### config.mk
export PLATFORM = sky130hd
export DESIGN_NAME = ppa_gp_gen_stage
export DESIGN_NICKNAME = d
export VERILOG_FILES = /design/src/rtl/ppa_gp_gen_stage.sv
export SDC_FILE = /design/constraint.sdc
export NUM_CORES = 1
export LEC_CHECK = 0
export ABC_CLOCK_PERIOD_IN_PS = 1950
export CORE_MARGIN = 4
export CORE_UTILIZATION = 46
export CTS_CLUSTER_SIZE = 12
export DETAILED_ROUTE_END_ITERATION = 8
export PLACE_DENSITY_LB_ADDON = 0.15
export SLEW_MARGIN = 10
export SYNTH_ARGS = -nofsm -noshare
export SYNTH_HDL_FRONTEND = slang
export SYNTH_SLANG_ARGS = --single-unit
### constraint.sdc
create_clock -name clk -period 1.95 [get_ports clk]
set_clock_uncertainty 0.1 [all_clocks]
set_input_delay 0.39 -clock clk [delete_from_list [all_inputs] [get_ports clk]]
set_output_delay 0.39 -clock clk [all_outputs]
set_load 0.02 [all_outputs]
### src/rtl/ppa_gp_gen_stage.sv
// Pre-processing stage of the parallel-prefix adder.
// Turns each operand beat into per-bit generate, alive and half-sum vectors
// for the prefix tree. A main register (M) drives the outputs. A skid
// register (S) absorbs one extra beat, so in_ready can come straight from
// a flop instead of depending combinationally on out_ready.
module ppa_gp_gen_stage #(
  parameter int WIDTH = 16
) (
  input  logic             clk,
  input  logic             rst_n,
  input  logic             in_valid,
  output logic             in_ready,
  input  logic [WIDTH-1:0] a_in,
  input  logic [WIDTH-1:0] b_in,
  input  logic             cin,
  output logic             out_valid,
  input  logic             out_ready,
  output logic [WIDTH-1:0] g_out,
  output logic [WIDTH-1:0] alive_out,
  output logic [WIDTH-1:0] hs_out,
  output logic             cin_out
);

  typedef enum logic [1:0] {
    EMPTY = 2'd0,
    ONE   = 2'd1,
    FULL  = 2'd2
  } state_t;

  state_t           state;
  logic [WIDTH-1:0] new_g;
  logic [WIDTH-1:0] new_alive;
  logic [WIDTH-1:0] new_hs;
  logic [WIDTH-1:0] s_g;
  logic [WIDTH-1:0] s_alive;
  logic [WIDTH-1:0] s_hs;
  logic             s_cin;

  // Per-bit generate/alive/half-sum of the incoming beat. Bit 0 folds in the
  // carry-in, so the prefix tree never needs a separate carry-in input.
  always_comb begin
    new_alive = a_in | b_in;
    new_hs    = a_in ^ b_in;
    new_g     = a_in & b_in;
    new_g[0]  = (a_in[0] & b_in[0]) | ((a_in[0] | b_in[0]) & cin);
  end

  // Skid-buffer FSM. This block also holds M (the output registers), S,
  // out_valid and in_ready. Both flags are written from the next state, so
  // they always stay in step with it.
  always_ff @(posedge clk or negedge rst_n) begin
    if (!rst_n) begin
      state     <= EMPTY;
      out_valid <= 1'b0;
      in_ready  <= 1'b1;
      g_out     <= '0;
      alive_out <= '0;
      hs_out    <= '0;
      cin_out   <= 1'b0;
      s_g       <= '0;
      s_alive   <= '0;
      s_hs      <= '0;
      s_cin     <= 1'b0;
    end else begin
      case (state)
        EMPTY: begin
          if (in_valid) begin
            g_out     <= new_g;
            alive_out <= new_alive;
            hs_out    <= new_hs;
            cin_out   <= cin;
            out_valid <= 1'b1;
            state     <= ONE;
          end
        end
        ONE: begin
          if (out_ready) begin
            if (in_valid) begin
              g_out     <= new_g;
              alive_out <= new_alive;
              hs_out    <= new_hs;
              cin_out   <= cin;
            end else begin
              out_valid <= 1'b0;
              state     <= EMPTY;
            end
          end else if (in_valid) begin
            s_g      <= new_g;
            s_alive  <= new_alive;
            s_hs     <= new_hs;
            s_cin    <= cin;
            in_ready <= 1'b0;
            state    <= FULL;
          end
        end
        FULL: begin
          if (out_ready) begin
            g_out     <= s_g;
            alive_out <= s_alive;
            hs_out    <= s_hs;
            cin_out   <= s_cin;
            in_ready  <= 1'b1;
            state     <= ONE;
          end
        end
        default: begin
          out_valid <= 1'b0;
          in_ready  <= 1'b1;
          state     <= EMPTY;
        end
      endcase
    end
  end

endmodule

==> run summary <==
Ports: 88
Final wirelength: 11,200 um
# DRC: 0
Top cell type's share of synthesized area: 51.3%
Worst Path Class, Setup: reg2out
Post-synth EDFFs: 0
Library cells used by synthesis: 24
RSZ-0062 raised after global routing: no
Critical path's largest stage delay: 0.64 ns
Area leader, netlist: dfrtp_1
PortBufs: 87
Dpl cell area: 0.00603 mm^2
Core box area: 0.0104 mm^2
Die width: 112 um
Yosys warnings: 0
Inserted Diodes: 0
Hold WC Path Type: reg2reg
Predominant post-synthesis flop cell: dfrtp_1
Max_slew headroom: 62.8%
HPWL after detailed placement: 7570 um
Routed vias/inst: 5.00
Run status: finished clean
CTS buffer count: 9
Worst-Margin Slew: 0.558 ns
CTS H-tree lvls: 3
Largest net degree at the start of global routing: 103
GRT Overall Usage: 18.5%
Die height: 112 um
Antenna violations before repair: 0
Layout Cells excl Fill: 750
CP cell instances: clkdlybuf4s50_1
DR iter-0 viols: 196
M1 GR Usage: 24.8%
Worst path required time: 1.46 ns
# setup viols final: 0
CTS Buffer Depth: 2
Inst Count DP: 733
Top post-synthesis cells by area: dfrtp_1 51%, nand2_1 16%, mux2_2 8.9%
Clock Root Buffer: clkbuf_8
Final Hold Viols: 0
Fmax: 522 MHz
Max-Cap Viols: 0
Async S/R FF share, synth: 100%
Vias in the first global route: 3,702
Final Max Tran Viols: 0
Final non-filler cell area: 0.00625 mm^2
Grt ovf: 0
Vias: 3,747
First-pass GRT wire length: 18,400 um
TNS Setup: 0 ns
Top delay family on crit path: buffers and inverters
Pwr Density: 1120 mW/mm^2
Area delta synth->final: 26.7%
Post-synth top cells: 210 x nand2_1, 101 x dfrtp_1, 39 x mux2_2, 34 x inv_1, 32 x ha_1
Worst path buffer plus inverter count: 1
Count leader, synth: nand2_1
Clk Latency, worst-skew pair: 0.37 ns
Register area share after synthesis: 51.8%
Seq cells post-synth: 102
Met2 GRT Util: 30.2%
DRT antenna net count: 0
Avg Cell Area, Syn: 9.45 um^2
Endpoint class of the critical path: primary output
CTS tree: done
Critical-path maximum fanout: 2
Final Util: 60.2%
Clock-pin transition on the worst setup and hold timing paths: 0.10 ns
Drt first pass iters: 4
Power Total: 0.00697 W
Share of layout cells above drive strength 1: 14.2%
Worst path slowest cell: clkdlybuf4s50_1
M3 GR Usage: 3.53%
Die area: 0.0124 mm^2
CP startpoint kind: flip-flop
Syn nets: 591
WL per Instance: 14.9 um
Routability Congestion: 0.822
Row Count: 37
Fin crit share: 98.2%
Post-Syn Instances: 522
Static leakage: 3.16 nW
Nets@finish: 678
Global route hottest layer: met2
Peak supply drop: 510 uV
# clock sinks: 102
Initial core utilization: 47.6%
Critical path data arrival time: 1.42 ns
Synth Cell Area: 0.00493 mm^2
Min Tclk post-route: 1.91 ns
path summary, 6_finish.rpt:
kind | startpoint | end | slack (ns) | depth (start not counted)
min in group asynchronous | rst_n | g_out[15] | 0.50 | 3
max in group asynchronous | rst_n | s_g[7] | 0.81 | 3
min reg2reg | s_g[2] | s_g[2] | 0.38 | 2
min | s_g[2] | s_g[2] | 0.38 | 2
max reg2reg | state[1] | hs_out[3] | 0.17 | 5
max | hs_out[9] | hs_out[9] | 0.04 | 1
report_power, final:
part | total, W | internal, W | switching [W]
clock | 0.00140 | 0.000670 | 0.000733
sequential | 0.00320 | 0.00279 | 0.000405
combinational | 0.00237 | 0.00121 | 0.00116
total | 0.00697 | 0.00467 | 0.00230
metrics by stage:
| step | hold WS, ns | setup WS, ns |
|---|---|---|
| floorplan | -0.00559 | 0.147 |
| global placement | 0.357 | -0.212 |
| detailed placement | 0.362 | -0.243 |
| CTS | 0.386 | 0.0297 |
| global route | 0.404 | 0.00250 |
| finish | 0.382 | 0.0354 |
sequential cells by signal, indices dropped and copies added, names as in the netlist:
| signal | cells |
|---|---|
| in_ready | 1 |
| out_valid | 1 |
| s_alive | 16 |
| cin_out | 1 |
| s_hs | 16 |
| g_out | 16 |
| s_g | 16 |
| s_cin | 1 |
| hs_out | 16 |
| alive_out | 16 |
| state | 2 |
logic make-up (layout without fill, tap and decap cells):
group	count (synthesis)	in the layout	synth area share, %
adders and majority gates	32	32	8.12
buffers and inverters	60	152	5.00
DFF	102	102	51.8
and+or+nand+nor	236	236	18.5
muxes	49	49	12.0
AOI/OAI and AO/OA	43	43	4.67
metal layers:
| layer | wire, um | vias up |
|---|---|---|
| met5 | 0 | - |
| met4 | 183 | 0 |
| met3 | 447 | 14 |
| met2 | 5410 | 87 |
| met1 | 5160 | 1840 |
| li1 | - | 1806 |
worst min-delay path: cells and delay by family, from the launching register on:
| kind | cells | cell delay [ns] |
|---|---|---|
| simple gates | 2 | 0.10 |
| flops | 1 | 0.35 |
cells in the final DEF (no fill, tap or decap), drive strengths merged, types with 2 or more instances in the layout:
cell type	count
nand2	210
dfrtp	101
o21ai	20
mux2	49
clkdlybuf4s50	84
ha	32
clkinv	2
a21oi	20
inv	34
nand2b	2
clkbuf	12
buf	15
nor2	18
nand3b	2
timing repair:
action                                  CTS  global route
setup buffers                             0             0
hold endpoints to repair                  1             0
hold buffers                              1             0
endpoints found under the setup margin    1             1
resized for setup                         1             1
cloned                                    0             0
pin swaps                                 0             0
area by class of cell:
class                           count  area, um^2
Clock buffer                       12         155
Clock inverter                      4        55.1
Fill cell                         901        4120
Inverter                           34         128
Multi-Input combinational cell    360        2140
Sequential cell                   102        2550
Tap cell                          136         170
Timing Repair Buffer              102        1050
Power figures use the tool's default switching activity.
